<file path="config.mk">
export PLATFORM = sky130hd
export DESIGN_NAME = fetch_ctrl
export DESIGN_NICKNAME = d
export VERILOG_FILES = /design/src/rtl/fetch_ctrl.sv
export SDC_FILE = /design/constraint.sdc
export NUM_CORES = 1
export LEC_CHECK = 0
export ABC_AREA = 1
export BUFFER_PORTS_ARGS = -buffer_cell sky130_fd_sc_hd__buf_2
export CORE_UTILIZATION = 45
export CTS_CLUSTER_DIAMETER = 150
export DETAILED_ROUTE_END_ITERATION = 16
export GPL_TIMING_DRIVEN = 0
export PLACE_DENSITY_LB_ADDON = 0.12
export SETUP_SLACK_MARGIN = 0.02
export SYNTH_ARGS = -nofsm -noshare
export SYNTH_HDL_FRONTEND = slang
export SYNTH_SLANG_ARGS = --single-unit
export TNS_END_PERCENT = 10
</file>
<file path="constraint.sdc">
create_clock -name clk -period 1.8 [get_ports clk]
set_input_delay 0.18 -clock clk [delete_from_list [all_inputs] [get_ports clk]]
set_output_delay 0.18 -clock clk [all_outputs]
set_load 0.02 [all_outputs]
</file>
<file path="src/rtl/fetch_ctrl.sv">
// Instruction fetch controller: single-outstanding fetch from imem, holds the
// fetched instruction until the core accepts it, then advances the PC.
//
// state  | meaning
// IDLE   | after reset, nothing requested
// REQ    | imem_req high at PC, waiting for grant
// WAIT   | granted, waiting for rvalid
// HOLD   | instruction held for the core until accept
module fetch_ctrl #(
  parameter int               WIDTH     = 32,
  parameter logic [WIDTH-1:0] RESET_VEC = '0
) (
  input  logic             clk,
  input  logic             rst_n,
  output logic             imem_req,
  output logic [WIDTH-1:0] imem_addr,
  input  logic             imem_gnt,
  input  logic             imem_rvalid,
  input  logic [WIDTH-1:0] imem_rdata,
  output logic             inst_valid,
  output logic [WIDTH-1:0] inst_out,
  output logic [WIDTH-1:0] inst_pc,
  input  logic             inst_ready,
  input  logic             pc_sel,
  input  logic [WIDTH-1:0] alu_target,
  output logic             misalign_err,
  output logic [31:0]      instret
);

  localparam logic [1:0] S_IDLE = 2'd0;
  localparam logic [1:0] S_REQ  = 2'd1;
  localparam logic [1:0] S_WAIT = 2'd2;
  localparam logic [1:0] S_HOLD = 2'd3;

  logic [1:0]       state;
  logic [1:0]       state_nxt;
  logic [WIDTH-1:0] pc;
  logic [WIDTH-1:0] pc_seq;
  logic [WIDTH-1:0] pc_tgt;
  logic             accept;
  logic             resp;

  assign accept = inst_valid & inst_ready;
  // Responses only count while a fetch is outstanding.
  assign resp   = (state == S_WAIT) & imem_rvalid;
  assign pc_seq = pc + WIDTH'(4);
  assign pc_tgt = {alu_target[WIDTH-1:2], 2'b00};

  always_comb begin
    state_nxt = state;
    case (state)
      S_IDLE: state_nxt = S_REQ;
      S_REQ:  if (imem_gnt) state_nxt = S_WAIT;
      S_WAIT: if (imem_rvalid) state_nxt = S_HOLD;
      S_HOLD: if (accept) state_nxt = S_REQ;
      default: state_nxt = S_IDLE;
    endcase
  end

  always_ff @(posedge clk or negedge rst_n) begin
    if (!rst_n) begin
      state        <= S_IDLE;
      pc           <= RESET_VEC;
      inst_valid   <= 1'b0;
      inst_out     <= '0;
      inst_pc      <= '0;
      misalign_err <= 1'b0;
      instret      <= '0;
    end else begin
      state        <= state_nxt;
      misalign_err <= 1'b0;
      if (resp) begin
        inst_out   <= imem_rdata;
        inst_pc    <= pc;
        inst_valid <= 1'b1;
      end
      if (accept) begin
        pc           <= pc_sel ? pc_tgt : pc_seq;
        inst_valid   <= 1'b0;
        instret      <= instret + 32'd1;
        misalign_err <= pc_sel & (|alu_target[1:0]);
      end
    end
  end

  assign imem_req  = (state == S_REQ);
  assign imem_addr = pc;

endmodule

</file>
==> impl_summary.txt <==
----------------------------------------------------
[Outcome]
  Run status ... finished, final reports clean

[Placement]
  Final weighted congestion in routability-driven placement ... roughly 0.9
  Number of port buffers ... a little under 200
  Final HPWL DP ... roughly 14 mm
  Pre-CTS WS ... -0.391 ns

[Timing]
  Fmax ... 0.597 GHz
  Pins over their slew limit ... 0
  RSZ-0062 raised after global routing ... true
  Smallest setup slack after layout ... roughly 0.13 ns
  Worst hold slack ... around 0.024 ns
  Minimum period implied by the final worst setup slack ... 1.67 ns
  Setup violation total in the final timing report ... 0
  Worst Max-Slew Pin Slew ... 0.576 ns
  Worst clock skew ... 0.00788 ns
  Final clock period utilization by the worst path ... between 90% and 100%
  Tightest slew margin relative to the limit ... about three fifths
  Number of failing hold endpoints at the final stage ... 0

[Setup path]
  Startpoint class of the critical path ... flip-flop
  Critical path data arrival time ... between 1.5 and 2 ns
  Type of the worst setup path ... reg -> reg
  Cells on worst reg2reg path ... 8
  Launching point of the worst reg2reg path ... instret[1]$_DFFE_PN0P_
  Crit path max fanout ... 6
  Flop-to-flop setup slack ... 0.13 ns
  Crit path required time ... ~2.1 ns
  Critical register-to-register path endpoint ... instret[22]$_DFFE_PN0P_
  Type of destination of the critical path ... flip-flop

[Logic synthesis]
  Number of library cell types mapped by synthesis ... 33
  Number of enable flip-flop cells after synthesis ... 0
  Gate Count Post-Synth ... between 800 and 900
  Synthesized cell area ... 0.00659 mm^2
  Ys async rst share ... 100%
  Mean post-synth cell area ... between 7 and 8 um^2
  Number of flip-flops and latches in the synthesized netlist ... about 130
  Count of warnings emitted by yosys ... 0
  Sequential area share after synthesis ... slightly below 50%
  Most instantiated flip-flop cell in the synthesis netlist ... dfrtp_1

[Routing]
  Number of nets with antenna violations after detailed routing ... 0
  Post-detailed-route DRC marker count ... 0
  Drt via density ... about 4.9
  Via count ... 6,567
  DRT Wirelength ... 18.9 mm
  Count of TritonRoute iterations in the first routing pass ... 6
  Average wire length per cell after detail routing ... between 10 and 15 um
  Violation count after the first detailed-routing iteration ... 413

[Layout]
  Final net count ... 1,223
  Area overhead of the layout relative to synthesis ... 34.4%
  Ratio of cells with drive above 1 in the final layout ... roughly 24%
  Final standard cell utilization of the core ... between 60% and 70%
  Ant diodes ... 0

[GRT]
  Grt total ovfl ... 0
  Maximum number of pins on one net before global-route repair ... 69
  Via count of the first global-routing pass ... 6,112
  Global-route usage over all layers ... about a quarter
  First-pass GRT wire length ... about 30 mm
  Initial antenna violation count ... 0

[Power and ir drop]
  Worst IR drop on VDD ... 880 uV
  Leak ... roughly 4.8 nW
  Pwr/cell area ... approximately 1600 mW/mm^2

[Clock tree]
  Clock transition at path regs ... approximately 0.050 ns
  Number of CTS-inserted buffers ... 17
  CTS Root Buffer Type ... clkbuf_16
  Clk buf depth ... 2
  Clock tree from TritonCTS ... yes
  CTS sink cnt ... between 100 and 150
  H-tree levels ... 4
  Latest clock arrival within the worst-skew pair ... between 0.4 and 0.5 ns

[Flow run]
  Max-cap check violation count ... 0

[Floorplanning]
  Die ar. ... 0.0151 mm^2
  Die Height ... approximately 120 um
  Count of standard-cell rows ... 43
  # IOs ... about 200
  Die width ... 123 um
  Core outline area ... between 0.01 and 0.015 mm^2
  Starting Density ... about 47%

[Worst hold path]
  Path class of the lowest-slack min-delay path ... in -> reg
  Hold Path Stages ... 3
  Launch point of the worst hold path ... alu_target[2]
  Worst-case hold path end point ... imem_addr[2]$_DFFE_PN0P_

----------------------------------------------------
per-stage QoR:
step	TNS, ns	total power [W]	cells	area, um^2
after floorplan	0	0.00818	895	6610
after global placement	-169.74	0.0101	1271	7810
after detailed placement	-11.61	0.0102	1272	7850
after CTS	0	0.0141	1336	8820
after global routing	-0.0747	0.0150	1340	8860
final	0	0.0141	1340	8860
synth_stat cells, types with 7 or more instances:
library cell	n	area share [%]
xor2_1	13	1.7
nand2_2	10	0.95
a21oi_1	10	0.76
nor2_4	7	1.2
nor2_1	108	6.1
o21ai_0	62	4.7
nor2_2	9	0.85
nand2_1	343	20
inv_1	85	4.8
clkbuf_1	16	0.91
dfrtp_1	128	49
buf_2	8	0.61
nand3_1	39	3.0
report_power, final:
group	total [W]	switching, W	internal (W)	leakage (nW)
Sequential	0.00491	0.000944	0.00397	1.61
Clock	0.00374	0.00128	0.00246	0.309
Combinational	0.00544	0.00366	0.00178	2.84
sequential cells by signal, indices dropped and copies added (netlist names):
signal and count:
instret 32, state 2, inst_valid 1, misalign_err 1, inst_out 32, inst_pc 30
imem_addr 30
cell type report:
cell class              instances  area, um^2
clock inverters                 9         154
fillers                      1306        5240
clock buffers                  22         484
plain buffers                  30         141
flip-flops and latches        128        3200
multi-input cells             650        2950
repair buffers                234        1380
inverters                      87         328
well taps                     180         225
per-layer routing:
layer | track usage, % | up-vias | part of all wire (%)
met1 | 36.9 | 3043 | 46
met5 | 0 | - | 0
met4 | 8.51 | 0 | 1.8
met3 | 6.09 | 26 | 6.8
met2 | 40.4 | 226 | 45
li1 | - | 3272 | -
worst max path at each step:
stage                      startpoint  cells after the start  slack, ns                        to
5_1_grt          state[0]$_DFFE_PN0P_                      7      -0.03  inst_out[17]$_DFFE_PN0P_
2_1_floorplan  instret[0]$_DFFE_PN0P_                      8       0.23   instret[22]$_DFFE_PN0P_
4_1_cts          state[0]$_DFFE_PN0P_                      7       0.12  inst_out[25]$_DFFE_PN0P_
3_3_place_gp                    rst_n                      1      -1.25  inst_out[19]$_DFFE_PN0P_
6_report       instret[1]$_DFFE_PN0P_                      8       0.13   instret[22]$_DFFE_PN0P_
3_5_place_dp     state[0]$_DFFE_PN0P_                      7      -0.39  inst_out[25]$_DFFE_PN0P_
what timing repair did:
action	in CTS	in global routing
endpoints found under the setup margin	61	33
hold endpoints to repair	92	0
gates resized for setup	3	7
setup buffers	0	4
hold buffers	33	0
pin swaps	0	2
placed cells by master, fill, tap and decap left out, types with 7 or more instances in the layout:
master | Yosys | final
nor2_1 | 108 | 107
inv_1 | 85 | 85
dfrtp_1 | 128 | 128
nor2_4 | 7 | 7
clkbuf_16 | 0 | 17
clkbuf_1 | 16 | 15
nand2_2 | 10 | 10
nand3_1 | 39 | 39
xor2_1 | 13 | 13
o21ai_0 | 62 | 62
nor2_2 | 9 | 10
a21oi_1 | 10 | 10
nand2_1 | 343 | 342
buf_2 | 8 | 203
dlygate4sd3_1 | 0 | 33
buf_4 | 4 | 8
critical path, stage by stage, from the launching register on:
cell and delay [ns]:
dfrtp_1 0.43, ha_1 0.17, inv_1 0.07, nor2_4 0.15, nand2_2 0.11, nor3_4 0.34
nand2_2 0.10, o21ai_1 0.13, nand2_1 0.06
kinds of logic (layout without fill, tap and decap cells):
| logic type | count (synthesis) | count (layout) | share of synthesized area (%) |
|---|---|---|---|
| simple gates | 540 | 540 | 34.5 |
| flops | 128 | 128 | 48.6 |
| buf+inv | 117 | 382 | 7.04 |
| compound gates | 82 | 82 | 6.39 |
| xor+xnor | 19 | 19 | 2.52 |
| fa+ha+maj | 5 | 5 | 0.949 |
| other cells | 1 | 4 | 0.0569 |
(Power assumes the default switching activity.)
